$ cat src/rtl/product_accumulator.sv
// product_accumulator: sums N_SAMPLES unsigned 8-bit products into a
// saturating accumulator over a valid/ready handshake, then pulses done.
module product_accumulator #(
  parameter int N_SAMPLES = 4,
  parameter int ACC_W     = 12
) (
  input  logic             clk,
  input  logic             rst,
  input  logic             start,
  input  logic             in_valid,
  input  logic [7:0]       p,
  output logic             in_ready,
  output logic [ACC_W-1:0] acc,
  output logic             busy,
  output logic             done,
  output logic             ovf
);
  localparam int CNT_W = $clog2(N_SAMPLES + 1);
  localparam logic [CNT_W-1:0] CNT_LAST = CNT_W'(N_SAMPLES - 1);

  typedef enum logic [1:0] {IDLE, ACCUM, DONE_S} state_t;

  state_t           state, state_nxt;
  logic [CNT_W-1:0] cnt;
  logic [ACC_W:0]   sum;
  logic             xfer;

  // One extra bit catches the carry-out that signals saturation.
  assign sum  = {1'b0, acc} + (ACC_W+1)'(p);
  assign xfer = in_valid & in_ready;

  // Next-state and state-decoded handshake/status outputs.
  always_comb begin
    state_nxt = state;
    in_ready  = 1'b0;
    busy      = 1'b0;
    done      = 1'b0;
    case (state)
      IDLE: begin
        if (start) state_nxt = ACCUM;
      end
      ACCUM: begin
        in_ready = 1'b1;
        busy     = 1'b1;
        if (in_valid && cnt == CNT_LAST) state_nxt = DONE_S;
      end
      DONE_S: begin
        busy      = 1'b1;
        done      = 1'b1;
        state_nxt = IDLE;
      end
      default: state_nxt = IDLE;
    endcase
  end

  // State register plus accumulator/count/overflow datapath.
  always_ff @(posedge clk) begin
    if (rst) begin
      state <= IDLE;
      acc   <= '0;
      cnt   <= '0;
      ovf   <= 1'b0;
    end else begin
      state <= state_nxt;
      if (state == IDLE && start) begin
        acc <= '0;
        cnt <= '0;
        ovf <= 1'b0;
      end else if (xfer) begin
        cnt <= cnt + CNT_W'(1);
        if (sum[ACC_W]) begin
          acc <= '1;
          ovf <= 1'b1;
        end else begin
          acc <= sum[ACC_W-1:0];
        end
      end
    end
  end
endmodule

$ cat config.mk
export PLATFORM = sky130hd
export DESIGN_NAME = product_accumulator
export DESIGN_NICKNAME = d
export VERILOG_FILES = /design/src/rtl/product_accumulator.sv
export SDC_FILE = /design/constraint.sdc
export NUM_CORES = 1
export LEC_CHECK = 0
export ABC_CLOCK_PERIOD_IN_PS = 4400
export CAP_MARGIN = 40
export CELL_PAD_IN_SITES_DETAIL_PLACEMENT = 1
export CELL_PAD_IN_SITES_GLOBAL_PLACEMENT = 2
export CORE_MARGIN = 2
export CORE_UTILIZATION = 31
export DETAILED_ROUTE_END_ITERATION = 8
export PLACE_DENSITY = 0.93
export REMOVE_ABC_BUFFERS = 1
export SLEW_MARGIN = 20
export SYNTH_ARGS = -nofsm -noshare
export SYNTH_HDL_FRONTEND = slang
export SYNTH_SLANG_ARGS = --single-unit
$ cat constraint.sdc
create_clock -name clk -period 4.4 [get_ports clk]
set_clock_uncertainty 0.1 [all_clocks]
set_input_delay 0.66 -clock clk [delete_from_list [all_inputs] [get_ports clk]]
set_output_delay 0.66 -clock clk [all_outputs]
set_load 0.01 [all_outputs]
=== Word-level counts from Yosys, hierarchy flattened ===
Cells that the tools add are included.

* Register bits: 18
* Input port bits: 12
* Output and inout bits: 16
* Logic and storage cells: 26

* $add $sub $neg: 2
* Eq/ne operators: 5
* Multiplexer cells: 7
* Bitwise gates (word level): 1
* Reduce and logical (&&, ||, !) cells: 7

{| class="wikitable"
|+ Operator list
! operator !! count
|-
| adder 12 x 8 -> 13 bit || 1
|-
| 2-to-1 mux 12 bit || 1
|-
| 2-to-1 mux 2 bit || 2
|-
| != test 2 bit, second input constant || 2
|-
| one-hot mux 2 bit (2 select lines) || 1
|-
| AND reduction 2 bit || 2
|-
| OR reduction 2 bit || 2
|-
| adder 3 x 1 -> 3 bit, second input constant || 1
|-
| equality test 3 x 2 -> 1 bit, second input constant || 1
|-
| 2-to-1 mux 1 bit || 3
|-
| equality test 2 x 1 -> 1 bit, second input constant || 1
|-
| equality test 2 bit, second input constant || 1
|-
| logical AND 1 bit || 2
|-
| logical NOT 2 bit || 1
|-
| AND 1 bit || 1
|}

=== Logic depth before layout (Yosys ltp) ===
* Depth after elaboration: 4
* Depth in mapped cells: 7
* Gate-level depth less buffers: 7

=== Worst setup path after synthesis ===
No wires, ideal clock.

* Path type: in2reg
* Start: in p[0]
* End: reg acc[11]
* Setup time: 0.124 ns
* Data arrival time: 2.243 ns
* Required time: 4.176 ns
* Slack: 1.933 ns
* Stages on the path: 7
* Cell sequence: ha_1 fa_1 a211o_2 a211oi_1 a211oi_2 and4b_1 nor3_1

* Longest elaborated chain between the ends: 2

{| class="wikitable"
|+ RTL lines
! element !! line !! source
|-
| from (decl) || 11 || <nowiki>input logic [7:0] p,</nowiki>
|-
| adder 12 x 8 -> 13 bit || 29 || <nowiki>assign sum = {1'b0, acc} + (ACC_W+1)'(p);</nowiki>
|-
| 2-to-1 mux 12 bit || 71 || <nowiki>if (sum[ACC_W]) begin</nowiki>
|-
| to (signal assigned) || 75 || <nowiki>acc <= sum[ACC_W-1:0];</nowiki>
|-
| to (decl) || 13 || <nowiki>output logic [ACC_W-1:0] acc,</nowiki>
|}

No other way between the ends.
A chain may end at the register's enable or synchronous reset.

=== Worst setup path after layout ===
* Start: in p[0]
* End: reg acc[6]

The elaborated chain is that of the path after synthesis.

==> flow_summary.toml <==
[status]
outcome = "complete, no violations"

[global_route]
grt_pass1_wl_mm = 5.354
antenna_found_initial = 0
grt_max_degree = 21
grtUsageTotal_pct = 16.11
grt.overflow.total = 0
grt_pass1_vias = 1165

[floorplan]
core-area_mm2 = 0.003633
dieHeight_um = 65.30
die_area_mm2 = 0.004264
initial_core_util_pct = 32.06
rows = 22
fp.dieW_um = 65.30
num_io_pins = 28

[setup_path]
critPathCaptureType = "flop"
worstPathArrival_ns = 2.85
rrSetupSlack_ns = 2.07
worstPathRequired_ns = 4.41
r2r_cells = 7
cp-start-kind = "primary input"
worstSetupPathType = "primary input to flop"
crit_path_max_fanout = 8

[drt]
wl_per_cell_um = 14.60
vias = 1086
drtIter0Drc = 31
firstDrtPassIters = 2
drt_wl_total_mm = 3.023
routed_via_density = 5.246
antenna_left = 0
post-route-drc-count = 0

[power_and_ir_drop]
p_leak_nw = 0.6156
combPwrFrac_pct = 27.0
peakVddDrop_uv = 103.9
pwr-share-clk_pct = 32.2
power_switching_mw = 0.1270
switching_share_pct = 29.39
p_seq_share_pct = 40.8
power_density_mw_per_mm2 = 285.2
p_int_mw = 0.3052

[clock_tree]
post_cts_buffers = 0
clock_sinks = 18
h-tree-depth = 1
cts_hold_buf = 0
ctsResizeCount = 0
clk_pin_slew_ns = 0.07
clock_latency_ns = 0.26
clockBufferDepth = 2
cts_buffers = 3
cts_tree = "built"
root_buffer = "clkbuf_8"

[timing]
hold_viol = 0
slew_headroom_pct = 50.00
period_share_pct = 64.57
fmax_ghz = 0.3520
finalSetupTns_ns = 0
period_minus_slack_ns = 2.841
rsz0062_at_grt = "false"
hold-worst-slack_ns = 0.3628
worst_slack_ns = 1.559
drv_slew = 0
worst_pin_slew_ns = 0.7501
setup_viol = 0

[min_path]
whs_path_depth = 2
min_path_type = "flop to flop"

[synth]
syn_area_mm2 = 0.001165
synthFlopType = "dfxtp_1"
synth_top_family_by_area = "compound AO/OA/AOI/OAI gates"
async_flop_share_pct = 0
ys_warn_count = 0
synth_mux_area_share_pct = 0.8593
synthSimpleGateAreaFrac_pct = 12.78
synth_edf_count = 0
synth-seq-cells = 18
synth_top_area_share_pct = 30.93
ys_seq_area_share_pct = 30.93
synth_xor_area_share_pct = 5.263
post-synth-top-count-cell = "dfxtp_1"
synth_area_leaders = "dfxtp_1 (31%), ha_1 (15%), o21ai_0 (5.2%)"
synth.top_cells.by_count = "dfxtp_1 (18), ha_1 (14), nor2_1 (12), o21ai_0 (12), a21oi_1 (10)"
synthAdderAreaFrac_pct = 16.76
synth_cell_types = 35
syn_avg_cell_area_um2 = 8.892
synth_compound_area_share_pct = 28.46
synthCells = 131
yosys.area.top_type = "dfxtp_1"

[run]
maxCapViolations = 0

[layout]
area_growth_pct = 30.07
drive_above_1_share_pct = 5.660
diodes = 0
postLayoutCoreUtil_pct = 41.70
fillers = 431
nNetsFinal = 187

[placed_design]
gp_congestion = 0.7820
port_buffers = 27
dp.final_hpwl_mm = 2.357
pre_cts_slack_ns = 1.290
[flip-flops by register name, summed over array words and instances (netlist names)]
| name | flops |
|---|---|
| acc | 12 |
| state | 2 |
| cnt | 3 |
| ovf | 1 |
[power groups by stage]
stage | Sequential (mW) | Clock, mW | Combinational, mW
2_1_floorplan | 0.181 | 0 | 0.0689
3_3_place_gp | 0.180 | 0 | 0.112
3_5_place_dp | 0.180 | 0 | 0.116
4_1_cts | 0.176 | 0.146 | 0.117
5_1_grt | 0.178 | 0.153 | 0.130
6_report | 0.176 | 0.139 | 0.117
[per-layer routing]
layer / global-route usage (%) / share of wire [%]
met5: 0 / 0
met4: 7.292 / 1.7
met3: 2.911 / 3.7
met2: 27.42 / 48
met1: 19.70 / 47
[critical path, cell delays in order]
cell and delay, ns:
clkdlybuf4s50_1 0.41, ha_1 0.23, fa_1 0.41, a211o_2 0.38, a21oi_1 0.21, o21ai_0 0.13
nand2_1 0.26, a31oi_1 0.14
[cell families after synthesis]
family | count (synthesis)
mux | 1
xor+xnor | 7
flops | 18
fa+ha+maj | 15
buf+inv | 9
compound gates | 49
simple gates | 32
[path summary, 6_finish.rpt]
kind | from | endpoint
worst max register to register | acc[0] | acc[6]
worst min-delay path | cnt[1] | cnt[1]
worst min register to register | cnt[1] | cnt[1]
worst max-delay path | p[0] | acc[6]
[placed cells by master (no fill, tap or decap), types with 2 or more instances in the layout]
cell / synthesis / routed
clkdlybuf4s50_1: 0 / 27
dfxtp_1: 18 / 18
ha_1: 14 / 14
nor2_1: 12 / 12
o21ai_0: 12 / 12
a21oi_1: 10 / 10
nand2_1: 7 / 7
a31oi_1: 7 / 7
inv_1: 6 / 6
a211oi_1: 5 / 5
nand3_1: 4 / 4
xor2_1: 4 / 4
clkbuf_8: 1 / 4
a21o_1: 3 / 3
xnor2_1: 3 / 3
nor3_1: 3 / 3
o211a_1: 2 / 2
a211o_1: 2 / 2
[cell type report]
type,instances,area [um2],area share [%]
multi-input combinational,104,747.0,49.30
sequential,18,360.3,23.78
timing repair buffer,27,270.3,17.84
tap,48,60.06,3.964
clock buffer,4,55.05,3.633
inverter,6,22.52,1.486
[through the flow]
stage	instance area [um2]	std cells	total power, mW
5_1_grt	1515	207	0.4608
2_1_floorplan	1130	128	0.2504
6_report	1515	207	0.4322
3_3_place_gp	1460	203	0.2911
4_1_cts	1515	207	0.4396
3_5_place_dp	1460	203	0.2963
Note: power is estimated with default switching activity, not from simulation.
